===== src/rtl/microcode_sequencer.sv =====
// Microprogram sequencer: pc, branch decode, optional return stack.
// Optional call/return stack enabled by macro MSEQ_CALL_STACK_EN.
module microcode_sequencer #(
  parameter int CW_W        = 16,
  parameter int AW          = 4,
  parameter int STACK_DEPTH = 4
) (
  input  logic                 clk,
  input  logic                 reset,
  input  logic                 start,
  input  logic                 zero_flag,
  input  logic                 neg_flag,
  output logic [AW-1:0]        rom_addr,
  input  logic [4+AW+CW_W:0]   rom_word,
  output logic [CW_W-1:0]      cw,
  output logic                 done,
  output logic                 err,
  output logic [4:0]           sp
);

  localparam int RW = 4 + AW + CW_W + 1;

  localparam logic [3:0] OP_NEXT  = 4'd0;
  localparam logic [3:0] OP_JMP   = 4'd1;
  localparam logic [3:0] OP_JZ    = 4'd2;
  localparam logic [3:0] OP_JNZ   = 4'd3;
  localparam logic [3:0] OP_JNEG  = 4'd4;
  localparam logic [3:0] OP_JNNEG = 4'd5;
  localparam logic [3:0] OP_WAIT  = 4'd6;
  localparam logic [3:0] OP_HALT  = 4'd7;
  localparam logic [3:0] OP_CALL  = 4'd8;
  localparam logic [3:0] OP_RET   = 4'd9;

  logic [AW-1:0] r_pc;
  logic [3:0]    w_op;
  logic [AW-1:0] w_tgt;
  logic [AW-1:0] w_inc;
  logic [AW-1:0] w_next;

  assign w_op     = rom_word[RW-1 -: 4];
  assign w_tgt    = rom_word[RW-5 -: AW];
  assign w_inc    = r_pc + 1'b1;
  assign cw       = rom_word[CW_W:1];
  assign done     = rom_word[0];
  assign rom_addr = r_pc;

`ifdef MSEQ_CALL_STACK_EN
  localparam int IW = (STACK_DEPTH > 1) ? $clog2(STACK_DEPTH) : 1;
  localparam logic [4:0] SP_MAX = 5'(STACK_DEPTH);

  logic [AW-1:0] r_stack [STACK_DEPTH];
  logic [4:0]    r_sp;
  logic          r_err;
  logic [4:0]    w_sp_m1;
  logic          w_push;
  logic          w_pop;
  logic          w_fault;

  assign w_sp_m1 = r_sp - 5'd1;
  assign sp      = r_sp;
  assign err     = r_err;

  // Next-pc decode including stack push/pop requests
  always_comb begin
    w_next  = w_inc;
    w_push  = 1'b0;
    w_pop   = 1'b0;
    w_fault = 1'b0;
    case (w_op)
      OP_JMP:   w_next = w_tgt;
      OP_JZ:    w_next = zero_flag ? w_tgt : w_inc;
      OP_JNZ:   w_next = zero_flag ? w_inc : w_tgt;
      OP_JNEG:  w_next = neg_flag ? w_tgt : w_inc;
      OP_JNNEG: w_next = neg_flag ? w_inc : w_tgt;
      OP_WAIT:  w_next = start ? w_inc : r_pc;
      OP_HALT:  w_next = r_pc;
      OP_CALL: begin
        if (r_sp < SP_MAX) begin
          w_push = 1'b1;
          w_next = w_tgt;
        end else begin
          w_fault = 1'b1;
        end
      end
      OP_RET: begin
        if (r_sp != 5'd0) begin
          w_pop  = 1'b1;
          w_next = r_stack[w_sp_m1[IW-1:0]];
        end else begin
          w_fault = 1'b1;
        end
      end
      default:  w_next = w_inc;
    endcase
  end

  // pc, occupancy and sticky error update
  always_ff @(posedge clk) begin
    if (reset) begin
      r_pc  <= '0;
      r_sp  <= '0;
      r_err <= 1'b0;
    end else begin
      r_pc <= w_next;
      if (w_push) r_sp <= r_sp + 5'd1;
      if (w_pop)  r_sp <= w_sp_m1;
      if (w_fault) r_err <= 1'b1;
    end
  end

  // Return-address storage; contents need no reset
  always_ff @(posedge clk) begin
    if (!reset && w_push) r_stack[r_sp[IW-1:0]] <= w_inc;
  end
`else
  assign sp  = 5'd0;
  assign err = 1'b0;

  // Next-pc decode; call/return codes behave as NEXT
  always_comb begin
    w_next = w_inc;
    case (w_op)
      OP_JMP:   w_next = w_tgt;
      OP_JZ:    w_next = zero_flag ? w_tgt : w_inc;
      OP_JNZ:   w_next = zero_flag ? w_inc : w_tgt;
      OP_JNEG:  w_next = neg_flag ? w_tgt : w_inc;
      OP_JNNEG: w_next = neg_flag ? w_inc : w_tgt;
      OP_WAIT:  w_next = start ? w_inc : r_pc;
      OP_HALT:  w_next = r_pc;
      default:  w_next = w_inc;
    endcase
  end

  // pc update
  always_ff @(posedge clk) begin
    if (reset) r_pc <= '0;
    else       r_pc <= w_next;
  end
`endif

endmodule


===== config.mk =====
export PLATFORM = sky130hd
export DESIGN_NAME = microcode_sequencer
export DESIGN_NICKNAME = d
export VERILOG_FILES = /design/src/rtl/microcode_sequencer.sv
export SDC_FILE = /design/constraint.sdc
export NUM_CORES = 1
export LEC_CHECK = 0
export ABC_CLOCK_PERIOD_IN_PS = 1200
export BUFFER_PORTS_ARGS = -buffer_cell sky130_fd_sc_hd__buf_2
export CAP_MARGIN = 20
export CORE_MARGIN = 2
export CORE_UTILIZATION = 35
export CTS_CLUSTER_SIZE = 28
export DETAILED_ROUTE_END_ITERATION = 10
export GPL_TIMING_DRIVEN = 0
export PLACE_DENSITY = 0.76
export SLEW_MARGIN = 20
export SYNTH_ARGS = -nofsm -noshare
export SYNTH_HDL_FRONTEND = slang
export SYNTH_SLANG_ARGS = --single-unit

===== constraint.sdc =====
create_clock -name clk -period 1.2 [get_ports clk]
set_clock_uncertainty 0.05 [all_clocks]
set_input_delay 0 -clock clk [delete_from_list [all_inputs] [get_ports clk]]
set_output_delay 0 -clock clk [all_outputs]
set_load 0.02 [all_outputs]

==> qor.csv <==
metric,value,unit
Synth Instances,77,
clock sinks,4,
CP startpoint kind,register,
Worst R2R Start,rom_addr[0]$_SDFFE_PP0P_,
r2r endpoint,rom_addr[1]$_SDFFE_PP0P_,
Compound-Gate Fraction of Synth Area,0.211,
setup ws final,76.4,ps
Fmax,0.890,GHz
HP Start,rom_word[19],
status,"complete, no violations",
"Seq/Total Area, Yosys",0.136,
Ys Warns,0,
Hold WC Path Type,input pin to register,
Buffers on Ports,32,
critical path required time,1250,ps
Post-synth top cells,"buf_4, a21oi_1, dfxtp_1, nand2_1",
CTS tree,yes,
CP Capture Type,register,
drc violations,0,
max FFs per register,4,
"Setup violations, final",0,
Clock Tree Root,clkbuf_4,
DR WL/cell,9.94,um
Adder-Cell Fraction of Synth Area,0.0213,
fin util,0.546,
most common cell in the netlist,buf_4,
Max Slew Vio Count,0,
first-pass GRT wire length,2.07,mm
number of synthesized register bits,4,
vias in the first global route,529,
DR iter-0 viols,5,
placed cell count,130,
fraction of synthesized cell area in xor and xnor cells,0.0299,
dpl ws,-130,ps
Synth Area in Simple Gates,0.267,
ys async rst share,0,
H-tree levels,1,
Tmin final,1120,ps
Yosys cell types,35,
Hold Crit Depth,3,
synthesized cell area,587,um^2
"Area growth, synth to finish",43.5,%
"Clk pin slew, worst setup/hold paths",40,ps
Worst Path Arrival,1170,ps
Layout fillers,149,
final cell count without fillers,134,
die width,44.9,um
placed inst area,788,um^2
post-synthesis mux area share,0,
drt total wl,1.33,mm
r2r setup slk,80,ps
synth top area cells,"buf_4, dfxtp_1, a21oi_1",
final instance area,842,um^2
Yosys top cell by area,buf_4,
post-route ant nets,0,
Post-CTS Setup Repair Bufs,0,
All-Layer GR Usage,0.136,
Mean Syn Cell Area,7.62,um^2
leakage,0.000430,uW
clk buf depth,2,
Final Net Count,151,
DR pass1 iterations,4,
initial antenna violation count,0,
crit-path max FO,6,
Pwr per Cell Area,794,nW/um^2
share of cells above drive strength 1,0.593,
largest family of logic cells by synthesized area,buffers and inverters,
Rows,14,
largest net degree at the start of global routing,11,
Initial Utilization,0.381,
worst vdd ir,0.319,mV
Total Power,669,uW
clk_lat worst skew,230,ps
number of synthesized flops with an enable pin,0,
total number of vias,608,
RD Place Congestion,0.819,
top cell type's share of synthesized area,0.307,
Vias/cell,4.54,
Min-Delay Endpoint,rom_addr[2]$_SDFFE_PP0P_,
DP Wirelength,1.08,mm
worst reg-to-reg path cell count,4,
# IOs,57,
most frequently used flop master after synthesis,dfxtp_1,
# Max-Cap Violations,0,
Setup CP Type,register to register,
Tcrit/Tclk final,0.936,
core area,1540,um^2
endpoints failing hold,0,
Die Y,44.9,um
DIE AREA,2020,um^2
grt total ovfl,0,
Num CTS Buffers,3,
# diodes,0,
RSZ-0062 raised after global routing,no,
## placed cells by master, fill, tap and decap left out, types with 2 or more instances in the layout
master    Yosys  routed
clkbuf_4      0       3
dfxtp_1       4       2
dfxtp_2       0       2
buf_2         1      33
nand2_1       4       4
a21oi_1       5       5
o21ai_0       3       2
inv_1         2       2
o21ai_1       1       2
buf_4        24      24
nor3_1        2       2
nor2_1        3       3
xnor2_1       2       2
nand3_1       3       3
conb_1        1       6
## worst max-delay path by stage
stage                     slack [ps]                        to  depth (start not counted)                     start
final                             80  rom_addr[1]$_SDFFE_PP0P_                          4  rom_addr[0]$_SDFFE_PP0P_
after global routing             0.9  rom_addr[0]$_SDFFE_PP0P_                          7              rom_word[23]
after CTS                         20  rom_addr[1]$_SDFFE_PP0P_                          4  rom_addr[0]$_SDFFE_PP0P_
after detailed placement        -130  rom_addr[0]$_SDFFE_PP0P_                          7              rom_word[23]
after global placement          -100  rom_addr[0]$_SDFFE_PP0P_                          7              rom_word[23]
after floorplan                   30  rom_addr[1]$_SDFFE_PP0P_                          4  rom_addr[0]$_SDFFE_PP0P_
## worst max-delay path: stages (launching register included)
cell,delay (ps)
dfxtp_2,380
ha_4,220
nor2b_1,120
o21ai_1,100
a41oi_2,130
## final cells by class
cell class | count | area [um^2] | area share
multi-input combinational | 51 | 354 | 0.421
tap | 16 | 20.0 | 0.0238
sequential | 4 | 82.6 | 0.0981
clock buffer | 3 | 22.5 | 0.0267
timing repair buffer | 33 | 170 | 0.202
inverter | 2 | 7.51 | 0.00892
buffer | 25 | 185 | 0.220
## per-layer routing
layer	GRT usage	wire, um
met5	0	0
met4	0.0882	19
met3	0.0120	183
met2	0.220	582
met1	0.172	547
## per-stage QoR
stage | setup TNS [ps] | hold slack (ps)
global route | 0 | 63.3
detailed placement | -413 | 168
finish | 0 | 46.1
global placement | -290 | 168
CTS | 0 | 36.9
floorplan | 0 | 5.96
## power by group
part | switching [uW] | total [uW] | internal [uW] | leakage, uW
sequential | 23.0 | 174 | 151 | 0.0000335
clock | 50.0 | 162 | 112 | 0.0000138
combinational | 176 | 333 | 157 | 0.000383
total | 249 | 669 | 420 | 0.000430
## timing repair
item	4_1_cts	5_1_grt
resized for setup	1	2
endpoints found under the hold margin	3	0
endpoints found under the setup margin	1	2
hold buffers	1	0
## cell families (layout without fill, tap and decap cells)
family,count (synthesis),in the layout
AOI/OAI and AO/OA,17,17
and+or+nand+nor,25,25
other,1,6
xor gates and xnor gates,2,2
adders and majority gates,1,1
buffers and inverters,27,63
DFF,4,4
No activity file was read; power rests on OpenSTA's default activity.
